<file path="src/rtl/alu_pkg.sv">
// Shared definitions for the 16-bit adder ALU and its sequential multiplier controller.
package alu_pkg;

  localparam int ALU_W     = 16;
  localparam int MUL_CNT_W = 4;

  typedef enum logic [1:0] {
    IDLE = 2'd0,
    RUN  = 2'd1,
    DONE = 2'd2
  } mul_state_t;

  // Iteration index on which the final partial product is folded in.
  localparam logic [MUL_CNT_W-1:0] MUL_LAST_CNT = MUL_CNT_W'(ALU_W - 1);

endpackage

</file>
<file path="src/rtl/alu_mul_seq_if.sv">
// Handshake, product and shared-adder signals of the sequential multiplier.
interface alu_mul_seq_if;
  import alu_pkg::*;

  logic               start;
  logic [ALU_W-1:0]   A;
  logic [ALU_W-1:0]   B;
  logic [ALU_W-1:0]   alu_X;
  logic [ALU_W-1:0]   alu_Y;
  logic [ALU_W-1:0]   alu_Z;
  logic               alu_Carry;
  logic               busy;
  logic               done;
  logic [2*ALU_W-1:0] P;
  logic               P_zero;
  logic               P_ovf;

  // Parent side: issues requests and hosts the shared adder.
  modport master (
    output start, A, B, alu_Z, alu_Carry,
    input  alu_X, alu_Y, busy, done, P, P_zero, P_ovf
  );

  // Multiplier side.
  modport slave (
    input  start, A, B, alu_Z, alu_Carry,
    output alu_X, alu_Y, busy, done, P, P_zero, P_ovf
  );

endinterface

</file>
<file path="src/rtl/alu_mul_seq.sv">
// Shift-add 16x16 unsigned multiplier driving an external adder, one partial product per clock.
// Optional build macro ALU_MUL_EARLY_TERM_EN: zero operand completes straight from IDLE.
module alu_mul_seq
  import alu_pkg::*;
#(
  parameter int WIDTH = ALU_W,
  parameter int CNT_W = MUL_CNT_W
) (
  input  logic         clk,
  input  logic         rst_n,
  alu_mul_seq_if.slave bus
);

  mul_state_t           state_reg, state_next;
  logic [WIDTH-1:0]     a_reg, a_next;
  logic [WIDTH-1:0]     acc_hi_reg, acc_hi_next;
  logic [WIDTH-1:0]     acc_lo_reg, acc_lo_next;
  logic [CNT_W-1:0]     cnt_reg, cnt_next;
  logic [2*WIDTH-1:0]   p_reg, p_next;
  logic                 p_zero_reg, p_zero_next;
  logic                 p_ovf_reg, p_ovf_next;
  logic [2*WIDTH-1:0]   shifted;

  // 33-bit {carry, sum, acc_lo} shifted right by one; the LSB of acc_lo falls off.
  assign shifted = {bus.alu_Carry, bus.alu_Z, acc_lo_reg[WIDTH-1:1]};

  always_ff @(posedge clk or negedge rst_n) begin
    if (!rst_n) begin
      state_reg  <= IDLE;
      a_reg      <= '0;
      acc_hi_reg <= '0;
      acc_lo_reg <= '0;
      cnt_reg    <= '0;
      p_reg      <= '0;
      p_zero_reg <= 1'b1;
      p_ovf_reg  <= 1'b0;
    end else begin
      state_reg  <= state_next;
      a_reg      <= a_next;
      acc_hi_reg <= acc_hi_next;
      acc_lo_reg <= acc_lo_next;
      cnt_reg    <= cnt_next;
      p_reg      <= p_next;
      p_zero_reg <= p_zero_next;
      p_ovf_reg  <= p_ovf_next;
    end
  end

  always_comb begin
    state_next  = state_reg;
    a_next      = a_reg;
    acc_hi_next = acc_hi_reg;
    acc_lo_next = acc_lo_reg;
    cnt_next    = cnt_reg;
    p_next      = p_reg;
    p_zero_next = p_zero_reg;
    p_ovf_next  = p_ovf_reg;

    case (state_reg)
      IDLE, DONE: begin
        // DONE accepts a new start just like IDLE so operations can run back to back.
        if (bus.start) begin
          a_next      = bus.A;
          acc_lo_next = bus.B;
          acc_hi_next = '0;
          cnt_next    = '0;
`ifdef ALU_MUL_EARLY_TERM_EN
          if ((bus.A == '0) || (bus.B == '0)) begin
            state_next  = DONE;
            p_next      = '0;
            p_zero_next = 1'b1;
            p_ovf_next  = 1'b0;
          end else begin
            state_next = RUN;
          end
`else
          state_next = RUN;
`endif
        end else begin
          state_next = IDLE;
        end
      end

      RUN: begin
        acc_hi_next = shifted[2*WIDTH-1:WIDTH];
        acc_lo_next = shifted[WIDTH-1:0];
        cnt_next    = cnt_reg + 1'b1;
        if (cnt_reg == MUL_LAST_CNT) begin
          state_next  = DONE;
          p_next      = shifted;
          p_zero_next = (shifted == '0);
          p_ovf_next  = (shifted[2*WIDTH-1:WIDTH] != '0);
        end
      end

      default: state_next = IDLE;
    endcase
  end

  assign bus.busy   = (state_reg == RUN);
  assign bus.done   = (state_reg == DONE);
  assign bus.alu_X  = acc_hi_reg;
  assign bus.alu_Y  = ((state_reg == RUN) && acc_lo_reg[0]) ? a_reg : '0;
  assign bus.P      = p_reg;
  assign bus.P_zero = p_zero_reg;
  assign bus.P_ovf  = p_ovf_reg;

endmodule

</file>
<file path="src/flat_wrapper.sv">
// flat-port wrapper written by rule: the top's interface ports become plain ports
module alu_mul_seq_flat import alu_pkg::*;
#(
  parameter int WIDTH = ALU_W,
  parameter int CNT_W = MUL_CNT_W
)
  (clk, rst_n, bus_start, bus_A, bus_B, bus_alu_Z, bus_alu_Carry, bus_alu_X, bus_alu_Y, bus_busy, bus_done, bus_P, bus_P_zero, bus_P_ovf);
  alu_mul_seq_if bus_i ();
  input  logic clk;
  input  logic rst_n;
  input wire logic [$bits(bus_i.start)-1:0] bus_start;
  input wire logic [$bits(bus_i.A)-1:0] bus_A;
  input wire logic [$bits(bus_i.B)-1:0] bus_B;
  input wire logic [$bits(bus_i.alu_Z)-1:0] bus_alu_Z;
  input wire logic [$bits(bus_i.alu_Carry)-1:0] bus_alu_Carry;
  output wire logic [$bits(bus_i.alu_X)-1:0] bus_alu_X;
  output wire logic [$bits(bus_i.alu_Y)-1:0] bus_alu_Y;
  output wire logic [$bits(bus_i.busy)-1:0] bus_busy;
  output wire logic [$bits(bus_i.done)-1:0] bus_done;
  output wire logic [$bits(bus_i.P)-1:0] bus_P;
  output wire logic [$bits(bus_i.P_zero)-1:0] bus_P_zero;
  output wire logic [$bits(bus_i.P_ovf)-1:0] bus_P_ovf;
  assign bus_i.start = bus_start;
  assign bus_i.A = bus_A;
  assign bus_i.B = bus_B;
  assign bus_i.alu_Z = bus_alu_Z;
  assign bus_i.alu_Carry = bus_alu_Carry;
  assign bus_alu_X = bus_i.alu_X;
  assign bus_alu_Y = bus_i.alu_Y;
  assign bus_busy = bus_i.busy;
  assign bus_done = bus_i.done;
  assign bus_P = bus_i.P;
  assign bus_P_zero = bus_i.P_zero;
  assign bus_P_ovf = bus_i.P_ovf;
  alu_mul_seq #(.WIDTH(WIDTH), .CNT_W(CNT_W)) u_core (.clk(clk), .rst_n(rst_n), .bus(bus_i));
endmodule
</file>
<file path="config.mk">
export PLATFORM = sky130hd
export DESIGN_NAME = alu_mul_seq_flat
export DESIGN_NICKNAME = d
export VERILOG_FILES = /design/src/rtl/alu_pkg.sv /design/src/rtl/alu_mul_seq_if.sv /design/src/rtl/alu_mul_seq.sv /design/src/flat_wrapper.sv
export SDC_FILE = /design/constraint.sdc
export NUM_CORES = 1
export LEC_CHECK = 0
export CAP_MARGIN = 0
export CORE_ASPECT_RATIO = 0.6
export CORE_MARGIN = 2
export CORE_UTILIZATION = 46
export CTS_CLUSTER_DIAMETER = 150
export DETAILED_ROUTE_END_ITERATION = 8
export PLACE_DENSITY = 0.81
export SETUP_SLACK_MARGIN = 0.15
export SLEW_MARGIN = 10
export SYNTH_ARGS = -nofsm -noshare
export SYNTH_HDL_FRONTEND = slang
export SYNTH_SLANG_ARGS = --single-unit
</file>
<file path="constraint.sdc">
create_clock -name clk -period 2.2 [get_ports clk]
set_clock_uncertainty 0.1 [all_clocks]
set_input_delay 0.66 -clock clk [delete_from_list [all_inputs] [get_ports clk]]
set_output_delay 0.66 -clock clk [all_outputs]
set_load 0.01 [all_outputs]
</file>
======== Yosys cells after proc, flatten, opt, wreduce, memory -nomap -nowiden ========
Cells that the tools add are included.
word-level totals
  logic and storage cells ................. 33
  register bits after elaboration ......... 88
  input port bits ......................... 52
  output and inout bits ................... 68
operators by class
  multiplexer cells ....................... 10
  add/subtract/negate cells ............... 1
  reduce and logical (&&, ||, !) cells .... 9
  eq/ne operators ......................... 5
operators with widths
  kind                                                                    number
  16-bit one-hot mux with 2 select lines                                  2
  16-bit two-way mux                                                      3
  32-bit zero test                                                        1
  16-bit nonzero test                                                     1
  4-bit one-hot mux with 2 select lines                                   1
  2-bit AND reduction                                                     3
  4-bit by 1-bit adder with 4-bit output (second input constant)          1
  4-bit equality test (second input constant)                             1
  4-bit two-way mux                                                       1
  2-bit one-hot mux with 2 select lines                                   1
  2-bit by 1-bit equality test with 1-bit output (second input constant)  1
  2-bit equality test (second input constant)                             1
  2-bit zero test                                                         1
  2-bit two-way mux                                                       1
  2-bit by 1-bit != test with 1-bit output (second input constant)        1
  2-bit != test (second input constant)                                   1
  2-bit nonzero test                                                      1
  2-bit OR reduction                                                      1
  1-bit logical AND                                                       1
  1-bit two-way mux                                                       1

======== Logic depth before layout (Yosys ltp) ========
  depth after elaboration ................. 4
  mapped depth ............................ 5
  gate-level depth less buffers ........... 4

======== Worst setup path after synthesis ========
OpenSTA, ideal clock, no wires.
  path kind ............................... flip-flop to output port
  start ................................... register u_core.state_reg[1]
  end ..................................... output port bus_alu_Y[0]
  data arrival time ....................... 1.077 ns
  data required time ...................... 1.440 ns
  cell stages (with the launch flop) ...... 5
  slack ................................... 0.363 ns
  buffers on the path ..................... 1
  path through ............................ dfrtp_1 nand2b_4 inv_6 clkbuf_1 and3_1
between the ends
  cells in the longest elaborated chain, start to end .. 3
RTL lines
  element                                         line                text
  start, declared                                 alu_mul_seq.sv:14   mul_state_t state_reg, state_next;
  start signal, assigned                          alu_mul_seq.sv:38   state_reg <= state_next;
  2-bit by 1-bit equality test with 1-bit output  alu_mul_seq.sv:103  assign bus.alu_Y = ((state_reg == RUN) && acc_lo_reg[0]) ? a_reg : '0;
  1-bit logical AND                               alu_mul_seq.sv:103
  16-bit two-way mux                              alu_mul_seq.sv:103
  end, declared                                   flat_wrapper.sv:17  output wire logic [$bits(bus_i.alu_Y)-1:0] bus_alu_Y;
No other way between the ends.

======== Final worst setup path ========
  start ................................... register u_core.state_reg[0]
  end ..................................... output port bus_alu_Y[10]
Same word-level chain as after synthesis.

==> reports/results.tsv <==
stage	metric	value	unit
global_route	grt_use_met2	32.8	%
floorplan	io_pins	120	
floorplan	core_area	0.00791	mm^2
layout	fin_cells	496	
route	drt_wl_total	9470	um
synthesis	synth_seq_cells	88	
route	drc_errors	0	
power	p_comb_share	41.9	%
power	pwr-share-seq	38.4	%
timing	fmax	474	MHz
floorplan	dieArea	0.00899	mm^2
layout	nNetsFinal	436	
layout	fin_area	0.00543	mm^2
global_route	grtUsageMet3	8.05	%
clock_network	cts-buffers-inserted	9	
power	power.switching	0.00253	W
clock_network	htreeDepth	3	
clock_network	clkSinkCount	88	
clock_network	clock_latency	0.33	ns
clock_network	root_buffer	clkbuf_16	
synthesis	syn_avg_cell_area	15.4	um^2
global_route	grt_busiest_layer	met2	
layout	layout_common_cells	clkdlybuf4s50_1, dfrtp_1, a22o_1	
synthesis	synth_top_area_cell	dfrtp_1	
global_route	grt_pass1_wl	14600	um
worst_setup_path	endpoint_kind	primary output	
timing	finalCritPeriodShare	95.8	%
synthesis	ys.warnings.count	0	
worst_setup_path	cpPeakStageDelay	0.41	ns
route	dr.pass1.iters	4	
layout	areaGrowthSynthToFinish	43.4	%
synthesis	synth_cell_types	28	
worst_setup_path	start_kind	register	
worst_setup_path	worstPathArrival	1.35	ns
floorplan	die_w	121	um
timing	min_period	2.11	ns
job	maxCapViolCount	0	
synthesis	ys_seq_area_share	58.3	%
timing	slew_viol_final	0	
worst_setup_path	reg2reg_from	u_core.cnt_reg[0]	
global_route	grt.overflow.total	0	
layout	layout-drive-gt1-share	30.9	%
synthesis	syn_inst	246	
layout	n_antenna_cell	0	
floorplan	initial_utilization	47.8	%
power	peakVddDrop	0.689	mV
power	intPower	0.00523	W
synthesis	syn_area	0.00378	mm^2
timing	maxSlewHeadroom	68.7	%
worst_setup_path	crit_slowest_cell	dfrtp_1	
worst_setup_path	r2r_cells	5	
route	drtAntennaViolNets	0	
route	drtIter0Drc	250	
layout	largest_reg_flops	32	
global_route	use_met1	30.4	%
route	wl_per_cell	19.1	um
worst_setup_path	crit_required	1.44	ns
placement	dp_hpwl	6170	um
layout	final_common_cell	clkdlybuf4s50_1	
timing	setup_viol	0	
run_status	outcome	finished clean	
worst_setup_path	cp_cell_sequence	nand2b_4, inv_8, buf_6, and3_1, buf_2	
worst_setup_path	critical_path_class	reg2out	
power	swShare	32.6	%
placement	placed_area	0.00513	mm^2
worst_setup_path	worst_r2r_endpoint	u_core.bus.P[31]	
worst_setup_path	crit_start	u_core.state_reg[0]	
route	viasPerCell	5.38	
timing	worst_pin_slew	0.468	ns
clock_network	clock_path_buffers	2	
global_route	grt_pass1_vias	2644	
timing	holdWs	0.258	ns
power	p_per_area	1430	mW/mm^2
floorplan	fp.dieH	74.2	um
global_route	grt_util_all_layers	21.8	%
floorplan	std_cell_rows	25	
synthesis	synth_top_area_share	57.6	%
route	vias	2668	
placement	post-place-cells	476	
synthesis	syn-num-nets	299	
placement	port_buffers	119	
worst_hold_path	hold_class	in2async	
layout	fillers	573	
clock_network	holdBufCountCts	0	
global_route	grt_max_degree	89	
timing	setup-tns-final	0	ns
power	p_leak	2.66	nW
clock_network	cts_tree	done	
worst_setup_path	r2r_slack	0.36	ns
power	pwr-share-clk	19.7	%
global_route	antenna_found_initial	0	
placement	globalplace.congestion	0.744	
timing	rsz0062_at_grt	true	
timing	hold_viol	0	
worst_setup_path	crit_fanout	9	
synthesis	synth_area_leaders	dfrtp_1, mux2_4, a22o_1	
clock_network	clkTransAtPathRegs	0.07	ns
## worst max path at each step
stage                         to  slack (ns)  cells after the start
2_1_floorplan       bus_alu_Y[0]        0.36                      4
3_3_place_gp   u_core.bus.P_zero       -0.20                      5
3_5_place_dp   u_core.bus.P_zero       -0.22                      5
4_1_cts             bus_alu_Y[9]        0.03                      4
5_1_grt            bus_alu_Y[10]        0.02                      5
6_report           bus_alu_Y[10]        0.09                      5
## power by group through the flow
stage	clock network [W]	registers, W	logic [W]
2_1_floorplan	0	0.00302	0.00171
3_3_place_gp	0	0.00293	0.00325
3_5_place_dp	0	0.00298	0.00333
4_1_cts	0.00156	0.00297	0.00330
5_1_grt	0.00165	0.00307	0.00347
6_report	0.00153	0.00298	0.00325
## critical path: cells and delay by family, from the launching register on
| kind | cells | cell delay, ns |
|---|---|---|
| AND/OR/NAND/NOR | 2 | 0.30 |
| flip-flops | 1 | 0.41 |
| buffers and inverters | 3 | 0.30 |
## cells in the mapped netlist
cell type and count:
buf_2 2, nand2b_4 1, buf_4 3, and2b_1 1
and3_1 16, dfrtp_1 87, dfstp_2 1, nand3_4 1
a22o_1 33, nor2b_1 1, buf_12 3, nor2_8 1
mux2i_1 2, clkbuf_1 2, nand4_1 3, o21ai_0 1
mux2_2 22, mux2_4 29, nand2b_1 1, ha_1 1
a21o_1 16, nor2_4 1, nor4_1 8, inv_6 1
buf_6 6, o41ai_1 1, a21o_2 1, nand2_1 1
## cell families (layout without fill, tap and decap cells)
kind of cell / Yosys count / in the layout / share of synthesized area [%]
flip-flops: 88 / 88 / 58.3
multiplexers: 53 / 53 / 18.6
AO/OA/AOI/OAI: 52 / 52 / 11.4
AND/OR/NAND/NOR: 35 / 36 / 6.75
buffers and inverters: 17 / 158 / 4.66
adder cells (fa/ha/maj): 1 / 1 / 0.331
## final cells by class
type / instances / area (um^2) / share of cell area [%]
timing repair inverter: 1 / 8.76 / 0.161
timing repair buffer: 140 / 1330 / 24.5
inverter: 1 / 11.3 / 0.208
clock buffer: 10 / 229 / 4.22
tap: 108 / 135 / 2.49
clock inverter: 6 / 66.3 / 1.22
multi-input combinational: 142 / 1440 / 26.6
sequential: 88 / 2200 / 40.6
## metrics by stage
stage	util [%]	power [W]	setup WS, ns
floorplan	-	0.00473	0.363
global placement	64.8	0.00618	-0.196
detailed placement	64.8	0.00631	-0.222
CTS	68.4	0.00783	0.0252
global route	68.6	0.00819	0.0153
finish	68.6	0.00776	0.0922
## repair_timing
item,CTS,global route
cloned,1,1
pin swaps,0,1
setup endpoints to repair,21,63
resized for setup,68,25
buffers inserted,2,0
## per-layer routing
layer | wire (um) | up-vias | share of wire, %
li1 | - | 1196 | -
met2 | 4350 | 102 | 46
met5 | 0 | - | 0
met1 | 4420 | 1368 | 47
met4 | 14 | 0 | 0.15
met3 | 686 | 2 | 7.2
Note: power is estimated with default switching activity, not from simulation.
